<file path="src/rtl/cpu_pkg.sv">
// Shared encodings for the CPU control unit: one-hot opcodes, ALU commands and
// the sequencer state type.
package cpu_pkg;

  localparam logic [7:0] OP_STORE   = 8'h01;
  localparam logic [7:0] OP_LOAD    = 8'h02;
  localparam logic [7:0] OP_STOP    = 8'h04;
  localparam logic [7:0] OP_JUMP    = 8'h08;
  localparam logic [7:0] OP_M_STORE = 8'h10;
  localparam logic [7:0] OP_INC     = 8'h20;
  localparam logic [7:0] OP_DEC     = 8'h40;
  localparam logic [7:0] OP_ADD     = 8'h80;

  localparam logic [1:0] ALU_ONE  = 2'b00;
  localparam logic [1:0] ALU_ADD  = 2'b01;
  localparam logic [1:0] ALU_SUB  = 2'b10;
  localparam logic [1:0] ALU_SWAP = 2'b11;

  typedef enum logic [2:0] {
    IDLE,
    FETCH0,
    FETCH1,
    DECODE,
    LOADWB,
    ALUWB,
    HALT
  } ctrl_state_t;

endpackage

</file>
<file path="src/rtl/cpu_control_unit.sv">
// Fetch/decode/execute sequencer: fetches 2-byte instructions, drives the ALU
// command interface and owns PC, ACC, status flags and halt/illegal state.
module cpu_control_unit
  import cpu_pkg::*;
#(
  parameter logic [7:0] RESET_PC = 8'h00
) (
  input  logic       clk,
  input  logic       rst,
  input  logic       start,
  output logic [7:0] mem_addr,
  output logic       mem_re,
  output logic       mem_we,
  output logic [7:0] mem_wdata,
  input  logic [7:0] mem_rdata,
  output logic       alu_en,
  output logic [1:0] alu_op,
  output logic [7:0] alu_a,
  output logic [7:0] alu_b,
  input  logic [7:0] alu_out,
  input  logic       alu_flag_zero,
  input  logic       alu_flag_carry,
  output logic [7:0] acc,
  output logic [7:0] pc,
  output logic       flag_z,
  output logic       flag_c,
  output logic       halted,
  output logic       illegal
);

  ctrl_state_t state_q, state_d;
  logic [7:0]  pc_q, pc_d;
  logic [7:0]  ir_q, ir_d;
  logic [7:0]  acc_q, acc_d;
  logic        z_q, z_d;
  logic        c_q, c_d;
  logic        halted_q, halted_d;
  logic        illegal_q, illegal_d;

  always_ff @(posedge clk or posedge rst) begin
    if (rst) begin
      state_q   <= IDLE;
      pc_q      <= RESET_PC;
      ir_q      <= '0;
      acc_q     <= '0;
      z_q       <= 1'b0;
      c_q       <= 1'b0;
      halted_q  <= 1'b0;
      illegal_q <= 1'b0;
    end else begin
      state_q   <= state_d;
      pc_q      <= pc_d;
      ir_q      <= ir_d;
      acc_q     <= acc_d;
      z_q       <= z_d;
      c_q       <= c_d;
      halted_q  <= halted_d;
      illegal_q <= illegal_d;
    end
  end

  // Strobes derive from state_q only, so the async reset clears them at once.
  always_comb begin
    state_d   = state_q;
    pc_d      = pc_q;
    ir_d      = ir_q;
    acc_d     = acc_q;
    z_d       = z_q;
    c_d       = c_q;
    halted_d  = halted_q;
    illegal_d = illegal_q;
    mem_addr  = '0;
    mem_re    = 1'b0;
    mem_we    = 1'b0;
    mem_wdata = acc_q;
    alu_en    = 1'b0;
    alu_op    = '0;
    alu_a     = '0;
    alu_b     = '0;

    case (state_q)
      IDLE: begin
        if (start) state_d = FETCH0;
      end
      FETCH0: begin
        mem_addr = pc_q;
        mem_re   = 1'b1;
        state_d  = FETCH1;
      end
      FETCH1: begin
        ir_d     = mem_rdata;
        mem_addr = pc_q + 8'd1;
        mem_re   = 1'b1;
        pc_d     = pc_q + 8'd2;
        state_d  = DECODE;
      end
      DECODE: begin
        state_d = FETCH0;
        case (ir_q)
          OP_STORE: acc_d = mem_rdata;
          OP_JUMP:  pc_d  = mem_rdata;
          OP_LOAD: begin
            mem_addr = mem_rdata;
            mem_re   = 1'b1;
            state_d  = LOADWB;
          end
          OP_M_STORE: begin
            mem_addr = mem_rdata;
            mem_we   = 1'b1;
          end
          OP_INC, OP_DEC: begin
            alu_en  = 1'b1;
            alu_op  = ALU_ONE;
            alu_a   = ir_q;
            alu_b   = acc_q;
            state_d = ALUWB;
          end
          OP_ADD: begin
            alu_en  = 1'b1;
            alu_op  = ALU_ADD;
            alu_a   = acc_q;
            alu_b   = mem_rdata;
            state_d = ALUWB;
          end
          OP_STOP: begin
            halted_d = 1'b1;
            state_d  = HALT;
          end
          default: begin
            illegal_d = 1'b1;
            halted_d  = 1'b1;
            state_d   = HALT;
          end
        endcase
      end
      LOADWB: begin
        acc_d   = mem_rdata;
        state_d = FETCH0;
      end
      ALUWB: begin
        acc_d   = alu_out;
        z_d     = alu_flag_zero;
        c_d     = alu_flag_carry;
        state_d = FETCH0;
      end
      HALT: state_d = HALT;
      default: state_d = IDLE;
    endcase
  end

  assign acc     = acc_q;
  assign pc      = pc_q;
  assign flag_z  = z_q;
  assign flag_c  = c_q;
  assign halted  = halted_q;
  assign illegal = illegal_q;

endmodule

</file>
<file path="config.mk">
export PLATFORM = sky130hd
export DESIGN_NAME = cpu_control_unit
export DESIGN_NICKNAME = d
export VERILOG_FILES = /design/src/rtl/cpu_pkg.sv /design/src/rtl/cpu_control_unit.sv
export SDC_FILE = /design/constraint.sdc
export NUM_CORES = 1
export LEC_CHECK = 0
export CORE_MARGIN = 5
export CORE_UTILIZATION = 40
export DETAILED_ROUTE_END_ITERATION = 12
export PLACE_DENSITY = 0.75
export SLEW_MARGIN = 5
export SYNTH_ARGS = -nofsm -noshare
export SYNTH_HDL_FRONTEND = slang
export SYNTH_SLANG_ARGS = --single-unit
</file>
<file path="constraint.sdc">
create_clock -name clk -period 1.9 [get_ports clk]
set_clock_uncertainty 0.1 [all_clocks]
set_input_delay 0.19 -clock clk [delete_from_list [all_inputs] [get_ports clk]]
set_output_delay 0.19 -clock clk [all_outputs]
set_load 0.005 [all_outputs]
</file>
## After elaboration in Yosys (flattened, before gate mapping)

Index checks and enable logic that the tools add are counted.

| storage, ports and cells | value |
|---|---|
| register bits after elaboration | 31 |
| input bits | 21 |
| logic and storage cells | 65 |
| output and inout port bits | 57 |

| operators by class | value |
|---|---|
| bitwise operators | 2 |
| eq/ne operators | 17 |
| add/sub/neg operators | 2 |
| reductions and logical operators | 15 |
| mux-type cells | 21 |

Operators by type and width:

| operator | number |
|---|---|
| $pmux 8 s2 | 3 |
| $pmux 8 s3 | 2 |
| $mux 8 | 5 |
| $pmux 3 s6 | 1 |
| $eq 3x3->1 const B | 3 |
| $pmux 3 s3 | 1 |
| $add 8x1->8 const B | 1 |
| $add 8x2->8 const B | 1 |
| $eq 8x1->1 const B | 1 |
| $eq 8x2->1 const B | 1 |
| $eq 8x3->1 const B | 1 |
| $eq 8x4->1 const B | 1 |
| $eq 8x5->1 const B | 1 |
| $eq 8x6->1 const B | 1 |
| $eq 8x7->1 const B | 1 |
| $eq 8x8->1 const B | 1 |
| $reduce_and 2->1 | 4 |
| $reduce_or 2->1 | 4 |
| $reduce_or 8->1 | 1 |
| $mux 1 | 7 |
| $reduce_or 7->1 | 1 |
| $eq 3x2->1 const B | 2 |
| $ne 2x2->1 const B | 3 |
| $reduce_or 3->1 | 2 |
| other kinds (7) | 8 |

## Longest topological paths before layout

Gate-level depths: netlist of run 1.

| logic depth | value |
|---|---|
| depth in word-level cells | 4 |
| depth in mapped cells | 6 |
| gate-level depth less buffers | 5 |

## Worst setup path before layout of run 1

No wires, ideal clock.

| timing | value |
|---|---|
| path type | register to output |
| from | register ir_q[1] |
| to | output port alu_b[5] |
| path slack | 29 ps |
| path buffers | 2 |
| required time | 1610 ps |
| arrival time | 1581 ps |
| cell stages (with the launch flop) | 7 |
| cell sequence | dfrtp_1 -> buf_6 -> or3_4 -> nor4_2 -> buf_2 -> a22oi_1 -> nor2_1 |

| between the ends | value |
|---|---|
| word-level cells in the longest chain between the ends | 4 |
| elaborated cells on any way between the ends | 6 |
| classes of those cells | eq/ne: 3; mux: 2; reduce/logical: 1 |

Ends and longest elaborated chain:

| item | RTL line | source |
|---|---|---|
| from (decl) | cpu_control_unit.sv:33 | `logic [7:0] ir_q, ir_d;` |
| from (signal assigned) | cpu_control_unit.sv:53 | `ir_q <= ir_d;` |
| $eq 8x6->1 / $eq 8x7->1 (equally long branches) | cpu_control_unit.sv:99 | `case (ir_q)` |
| $reduce_or 2->1 | cpu_control_unit.sv:99 |  |
| $pmux 8 s2 * | cpu_control_unit.sv:99 |  |
| $mux 8 * | cpu_control_unit.sv:81 | `case (state_q)` |
| to (decl) | cpu_control_unit.sv:19 | `output logic [7:0] alu_b,` |

Mark *: on every way between the ends. The rest lies on a longest branch, timed or not.

## Worst setup path after layout of run 1

| timing | value |
|---|---|
| from | register ir_q[2] |
| to | output port alu_b[6] |

The elaborated chain is that of the path after synthesis.

==> qor.yml, run 1 <==
insertion_delay_ns: 0.28
syn-instance-count: 261
n_antenna_cell: 0
yosys-top-cells-count: "nand2_1 (34), dfrtp_1 (31), nor2_1 (22)"
p_leak_uw: 0.001888
root_buffer: "clkbuf_8"
num_io_pins: 78
synth_top_area_share_pct: 34.16
synth-edff-count: 0
hold_path_class: "input pin to async pin"
maxSlewViolCount: 0
routed_wl_um: 10150
dp.cells: 446
cts_num_sinks: 31
drcViolationCount: 0
coreArea_mm2: 0.005507
port_buffers: 76
fin_cells: 499
ys_ff_latch: 31
grt_overflow: 0
drv_cap: 0
die_area_mm2: 0.007284
dp_hpwl_um: 5936
rsz0062_at_grt: "true"
start_util_pct: 41.24
cpMaxStageDelayCell: "or3_4"
path_cells: "or3_4 > nor4b_4 > buf_4 > buf_6 > buf_6 > a22oi_2 > nor2_1 > buf_2"
reg2reg_to: "pc[7]$_DFFE_PP0P_"
worstSetupPathType: "flip-flop to primary output"
htreeDepth: 2
hold_viol_final: 0
ys_seq_area_share_pct: 34.16
num_rows: 27
period_share_pct: 127.3
r2r_setup_slack_ns: -0.27
synth_warnings: 0
rr_worst_depth: 8
yosysMostFrequentCell: "nand2_1"
die_height_um: 85.35
worstPathArrival_ns: 2.13
min_period_ns: 2.419
antenna_found_initial: 0
synth.largest_area_cell: "dfrtp_1"
synth.net_count: 284
grt_pass1_vias: 2918
drt-initial-drc-count: 221
violations: "setup timing"
place_congestion: 0.9524
outcome: "complete, but fails checks"
avgSynthCellArea_um2: 8.701
crit_top_cell: "buf_6"
final_util_pct: 74.55
firstDrtPassIters: 5
syn_area_mm2: 0.002271
vias: 2879
clock_path_buffers: 2
vdd_drop_max_mv: 0.9415
crit_required_ns: 1.61
power.density_mw_per_mm2: 1620
whs_ns: 0.1914
routedWlPerCell_um: 20.35
worstReg2RegStart: "ir_q[2]$_DFFE_PP0P_"
die_x_um: 85.35
postRouteAntennaNets: 0
cts_hold_buf: 0
fin_nets: 449
synthFlopType: "dfrtp_1"
cp_slowest_stage_delay_ns: 0.44
cts_buffers: 5
syn_to_final_growth_pct: 80.77
cts_tree: "built"
vias_per_cell: 5.770
drive_above_1_share_pct: 45.90
synth.area.top_cells: "dfrtp_1 (34%), mux2_2 (8.9%), nand2_1 (5.6%)"
grt_first_pass_wirelength_um: 14930
clkTransAtPathRegs_ns: 0.07
fmax_mhz: 413.4
synth_cell_types: 55
crit_fanout: 3
grt_max_degree: 32
end_kind: "primary output"
setup_ws_ns: -0.5192
setup_viol: 48
critPathLaunchType: "flip-flop"
grt_usage_pct: 26.15
synthArstFlopShare_pct: 100.0
-- cells by family (layout without fill, tap and decap cells) --
| kind of cell | count (synthesis) | after routing | synth area share (%) |
|---|---|---|---|
| compound gates | 69 | 69 | 21.82 |
| xor+xnor | 4 | 4 | 1.543 |
| fa+ha+maj | 2 | 2 | 1.102 |
| buf+inv | 34 | 200 | 8.485 |
| flops | 31 | 31 | 34.16 |
| mux | 18 | 18 | 8.925 |
| other cells | 1 | 1 | 0.1651 |
| simple gates | 102 | 102 | 23.80 |
-- critical path, delay by kind of cell, from the launching register on --
family / cells / cell delay (ns)
DFF: 1 / 0.42
AOI/OAI and AO/OA: 1 / 0.06
and+or+nand+nor: 3 / 0.87
buffers and inverters: 4 / 0.50
-- registers in the layout, indices dropped and copies added (netlist names) --
signal	count
illegal	1
pc	8
ir_q	8
state_q	3
halted	1
acc	8
flag_z	1
flag_c	1
-- through the flow --
| stage | power [uW] | area, um^2 | setup TNS (ns) | setup WS, ns |
|---|---|---|---|---|
| detailed placement | 5104 | 3450 | -10.87 | -0.4052 |
| floorplan | 3207 | 2271 | 0 | 0.02852 |
| finish | 6650 | 4105 | -14.82 | -0.5192 |
| global placement | 4999 | 3450 | -9.630 | -0.4207 |
| global route | 7012 | 4105 | -18.10 | -0.6165 |
| CTS | 6100 | 3879 | -9.577 | -0.4577 |
-- power by group --
group          switching, uW  total [uW]  internal [uW]
registers                322        1300            974
clock network            274         530            256
logic                   2270        4820           2550
total                   2870        6650           3780
-- cell usage in the layout, fill, tap and decap left out, drive strengths merged, types with 3 or more instances in the layout --
cell type,count
a21oi,3
a221o,5
a22oi,10
a31oi,6
and2,6
buf,134
clkbuf,6
clkdlybuf4s50,48
dfrtp,31
inv,10
mux2,18
nand2,34
nand3,5
nor2,23
nor3,12
nor4,4
o21ai,21
o22ai,3
or3,3
xor2,3
-- metal layers --
layer / track usage [%] / vias up / wire (um)
met1: 30.95 / 1406 / 3946
met2: 42.94 / 172 / 5070
met3: 6.117 / 28 / 748
met4: 15.40 / 0 / 388
met5: 0 / - / 0
li1: - / 1273 / -
-- area by class of cell --
type | count | area (um^2)
flip-flops and latches | 31 | 775.7
clock inverters | 2 | 12.51
fillers | 354 | 1401
inverters | 10 | 37.54
multi-input cells | 196 | 1500
repair buffers | 182 | 1617
well taps | 72 | 90.09
clock buffers | 6 | 72.57
-- worst max path at each step --
stage                        startpoint        to  slack, ns  cells past startpoint
floorplan           ir_q[1]$_DFFE_PP0P_  alu_b[5]       0.03                      6
global placement    ir_q[1]$_DFFE_PP0P_  alu_a[3]      -0.42                      7
detailed placement  ir_q[2]$_DFFE_PP0P_  alu_b[3]      -0.41                      6
CTS                 ir_q[4]$_DFFE_PP0P_  alu_b[4]      -0.46                      8
global route        ir_q[2]$_DFFE_PP0P_  alu_b[6]      -0.62                      8
finish              ir_q[2]$_DFFE_PP0P_  alu_b[6]      -0.52                      8
-- what timing repair did --
action / 4_1_cts / 5_1_grt
setup buffers: 38 / 17
pin swaps: 35 / 29
resized for setup: 172 / 37
gates cloned: 2 / 0
setup endpoints to repair: 43 / 48
No activity file was read; power rests on OpenSTA's default activity.
==> inputs of run 2 (changes only) <==
CORE_UTILIZATION = 30   (was 40)
PLACE_DENSITY = not set   (was 0.75)
==> run 2 against run 1 <==
  * Die area up 29%
  * Final cell count up 4.8%
  * Routed wire length down 8.0%
  * The run still ends with setup timing left
==> qor.yml, run 2 (synthesized netlist as in run 1, its figures left out) <==
use_met2_pct: 32.96
end_kind: "primary output"
place_ws_ns: -0.3997
crit_required_ns: 1.61
cts_hold_buf: 0
vdd_drop_max_mv: 0.6577
comb_power_share_pct: 70.7
maxSlewViolCount: 0
dp_hpwl_um: 6123
met1_usage_pct: 24.37
drt-initial-drc-count: 184
clkPwrFrac_pct: 10.2
layout_common_cells: "buf_4 (66), clkdlybuf4s50_1 (48), buf_6 (40), nand2_1 (32), dfrtp_1 (31)"
setup_ws_ns: -0.3686
drv_cap: 0
p_total_uw: 6776
fin_nets: 446
die_height_um: 97.01
setup_viol: 46
p_switching_uw: 2807
clkTransAtPathRegs_ns: 0.09
firstDrtPassIters: 4
port_buffers: 76
min_period_ns: 2.269
syn_to_final_growth_pct: 84.02
r2r_setup_slack_ns: -0.21
worstPathArrival_ns: 1.98
root_buffer: "clkbuf_8"
pwr-share-seq_pct: 19.1
place_congestion: 0.8789
p_leak_uw: 0.001892
layout.cells.most_common: "buf_4"
violations: "setup timing"
critPathLaunchType: "flip-flop"
cts_num_sinks: 31
grt_first_pass_wirelength_um: 14870
drive_above_1_share_pct: 47.17
hold_path_class: "input pin to async pin"
insertion_delay_ns: 0.29
grt_max_degree: 32
htreeDepth: 2
worstSetupPathType: "flip-flop to primary output"
die_x_um: 97.01
die_area_mm2: 0.009410
busiest_layer: "met2"
rsz0062_at_grt: "true"
vias_per_cell: 5.247
start_util_pct: 30.98
p_int_uw: 3969
grt_pass1_vias: 2874
num_io_pins: 78
grt_util_met3_pct: 4.317
outcome: "complete, but fails checks"
hold_viol_final: 0
vias: 2744
grt_usage_pct: 19.27
n_antenna_cell: 0
period_share_pct: 119.4
cts_buffers: 5
final_util_pct: 57.01
postRouteAntennaNets: 0
cts_tree: "built"
num_rows: 31
routed_wl_um: 9342
switching_share_pct: 41.43
clock_path_buffers: 2
routedWlPerCell_um: 17.86
power.density_mw_per_mm2: 1621
fmax_mhz: 440.8
antenna_found_initial: 0
coreArea_mm2: 0.007331
crit_fanout: 4
grt_overflow: 0
drcViolationCount: 0
==> run 2: layer usage <==
metal	up-vias	part of all wire, %
met5	-	0
met4	0	2.4
met3	20	5.9
met2	103	50
met1	1360	42
li1	1261	-
==> run 2: worst max-delay path, stage by stage, from the launching register on <==
cell and delay [ns]:
dfrtp_1 0.43, buf_6 0.15, nor3_4 0.16, nand4_1 0.19
a21oi_2 0.19, buf_6 0.14, buf_6 0.10, buf_6 0.08
a221o_1 0.13, buf_2 0.11
==> run 2: timing repair <==
action	4_1_cts	5_1_grt
cloned	1	0
pin swaps	33	34
gates resized for setup	167	44
buffers inserted	36	8
endpoints found under the setup margin	40	48
==> run 2: per-stage QoR <==
stage          hold slack, ns  cells  cell area [um^2]  TNS, ns
4_1_cts                0.2119    517              4004   -9.192
3_5_place_dp           0.3675    476              3506   -9.839
6_report               0.1920    523              4179   -10.01
5_1_grt                0.2399    523              4179   -14.19
3_3_place_gp           0.3590    476              3506   -9.860
2_1_floorplan          0.1935    261              2271        0
==> run 2: power by group through the flow <==
| stage | Combinational (uW) | Clock, uW | Sequential (uW) |
|---|---|---|---|
| finish | 4790 | 690 | 1290 |
| floorplan | 1920 | 0 | 1290 |
| global route | 5140 | 721 | 1340 |
| detailed placement | 3900 | 0 | 1240 |
| global placement | 3870 | 0 | 1230 |
| CTS | 4440 | 683 | 1270 |
==> run 2: worst paths after layout <==
| kind | from | to | cells after the start |
|---|---|---|---|
| setup / recovery | ir_q[4]$_DFFE_PP0P_ | mem_addr[2] | 9 |
| hold / removal | rst | pc[5]$_DFFE_PP0P_ | 3 |
| setup reg to reg | ir_q[5]$_DFFE_PP0P_ | acc[4]$_DFFE_PP0P_ | 9 |
| hold reg to reg | illegal$_DFFE_PP0P_ | illegal$_DFFE_PP0P_ | 1 |
| max in group asynchronous | rst | ir_q[1]$_DFFE_PP0P_ | 3 |
| min in group clk | illegal$_DFFE_PP0P_ | illegal$_DFFE_PP0P_ | 1 |
==> run 2: layout make-up <==
class | instances | area (um^2)
tap | 99 | 123.9
clock inverter | 3 | 43.79
inverter | 10 | 37.54
clock buffer | 5 | 68.82
sequential | 31 | 775.7
fill | 614 | 3152
multi-input combinational | 196 | 1538
timing repair buffer | 179 | 1592
==> inputs of run 3 (changes only) <==
DONT_BUFFER_PORTS = 1   (was not set)
==> run 3 against run 2 <==
  * The run still ends with setup timing left
  * Sequential cell count unchanged
  * Worst setup slack improved by 0.083 ns
  * Combinational power decreased by 27%
  * Fmax increased by 3.8%
==> qor.yml, run 3 (synthesized netlist as in run 1, its figures left out) <==
die_area_mm2: 0.009410
vias: 2339
critPathLaunchType: "flip-flop"
setup_tns_ns: -5.419
port_buffers: 0
fin_nets: 339
ff_latch_area_um2: 779.5
syn_to_final_growth_pct: 44.46
root_buffer: "clkbuf_8"
fmax_mhz: 457.6
clock_path_buffers: 2
clkPwrFrac_pct: 13.9
hold_viol_final: 0
drive_above_1_share_pct: 42.59
p_int_uw: 3181
drt-initial-drc-count: 182
drv_cap: 0
maxSlewViolCount: 0
grt_first_pass_wirelength_um: 12150
place_congestion: 0.9244
firstDrtPassIters: 4
grt_overflow: 0
p_leak_uw: 0.001349
switching_share_pct: 44.52
setup_viol: 38
period_share_pct: 115.0
min_period_ns: 2.185
worstPathArrival_ns: 1.90
layout.cells.most_common: "buf_4"
insertion_delay_ns: 0.29
rr_worst_depth: 8
layout_common_cells: "buf_4 (41), nand2_1 (33), dfrtp_1 (28), o21ai_0 (18), buf_6 (18)"
rsz0062_at_grt: "true"
die_height_um: 97.01
comb_power_share_pct: 60.8
crit_fanout: 5
dp_hpwl_um: 5455
num_io_pins: 78
p_switching_uw: 2552
num_rows: 31
crit_end: "alu_b[5]"
die_x_um: 97.01
cts_tree: "built"
routed_wl_um: 7999
cts_num_sinks: 31
clkTransAtPathRegs_ns: 0.07
start_util_pct: 30.98
reg2reg_to: "acc[4]$_DFFE_PP0P_"
drcViolationCount: 0
n_antenna_cell: 0
end_kind: "primary output"
multiInputGateArea_mm2: 0.001553
coreArea_mm2: 0.007331
r2r_setup_slack_ns: -0.14
grt_usage_pct: 15.79
outcome: "complete, but fails checks"
worstSetupPathType: "flip-flop to primary output"
startpoint: "ir_q[2]$_DFFE_PP0P_"
crit_required_ns: 1.61
vdd_drop_max_mv: 0.8504
grt_pass1_vias: 2289
routedWlPerCell_um: 19.23
pwr-share-seq_pct: 25.2
htreeDepth: 2
worstReg2RegStart: "ir_q[6]$_DFFE_PP0P_"
vias_per_cell: 5.623
grt_max_degree: 32
p_total_uw: 5733
n_fill_cell: 675
hold_path_class: "input pin to flip-flop"
violations: "setup timing"
power.density_mw_per_mm2: 1747
setup_ws_ns: -0.2854
cts_buffers: 5
antenna_found_initial: 0
postRouteAntennaNets: 0
-- run 3: worst max-delay path: stages, from the launching register on --
cell	delay [ns]
dfrtp_1	0.43
or3_4	0.43
nor4b_4	0.31
buf_4	0.19
a22oi_2	0.07
nor2_1	0.17
-- run 3: routing by layer --
| metal | global-route usage, % | vias to the layer above | wire [um] |
|---|---|---|---|
| met1 | 19.63 | 1138 | 3181 |
| met3 | 4.388 | 27 | 628 |
| li1 | - | 1056 | - |
| met5 | 0 | - | 0 |
| met2 | 26.27 | 118 | 3905 |
| met4 | 5.292 | 0 | 284 |
-- run 3: worst min path at each step --
stage                       startpoint  cells past startpoint                 end  slack, ns
after floorplan                    rst                      1  acc[0]$_DFFE_PP0P_       0.19
after global placement             rst                      2   pc[4]$_DFFE_PP0P_        0.1
after detailed placement           rst                      2   pc[4]$_DFFE_PP0P_        0.1
after CTS                 mem_rdata[1]                      2   pc[1]$_DFFE_PP0P_      0.008
after global routing      mem_rdata[1]                      2   pc[1]$_DFFE_PP0P_       0.04
final                     mem_rdata[1]                      2   pc[1]$_DFFE_PP0P_      0.006
-- run 3: repair_timing --
action	4_1_cts	5_1_grt
endpoints found under the hold margin	44	0
buffers inserted	7	11
resized for setup	19	61
pin swaps	10	33
hold buffers	12	0
endpoints found under the setup margin	29	46
gates cloned	1	0
-- run 3: power by group through the flow --
stage	sequential (uW)	clock [uW]	combinational, uW
finish	1450	799	3490
global route	1500	840	3760
CTS	1400	811	2900
detailed placement	1400	0	2650
global placement	1380	0	2640
floorplan	1290	0	1920
-- run 3: through the flow --
step                      std cells  instance area (um^2)  worst slack, ns  hold slack (ns)  utilization (%)
after floorplan                 261                  2271          0.02852           0.1935                -
after global placement          379                  2575         -0.07787          0.09669            35.13
after detailed placement        379                  2575         -0.04677          0.09601            35.13
after CTS                       407                  2964          -0.2558         0.008365            40.43
after global routing            416                  3281          -0.3416          0.03650            44.75
final                           416                  3281          -0.2854         0.006285            44.75
-- run 3: layout make-up --
type	count	share of cell area, %
clock buffers	5	2.098
repair buffers	72	19.83
multi-input cells	196	47.33
well taps	99	3.776
inverters	10	1.144
flip-flops and latches	31	23.76
clock inverters	3	2.059
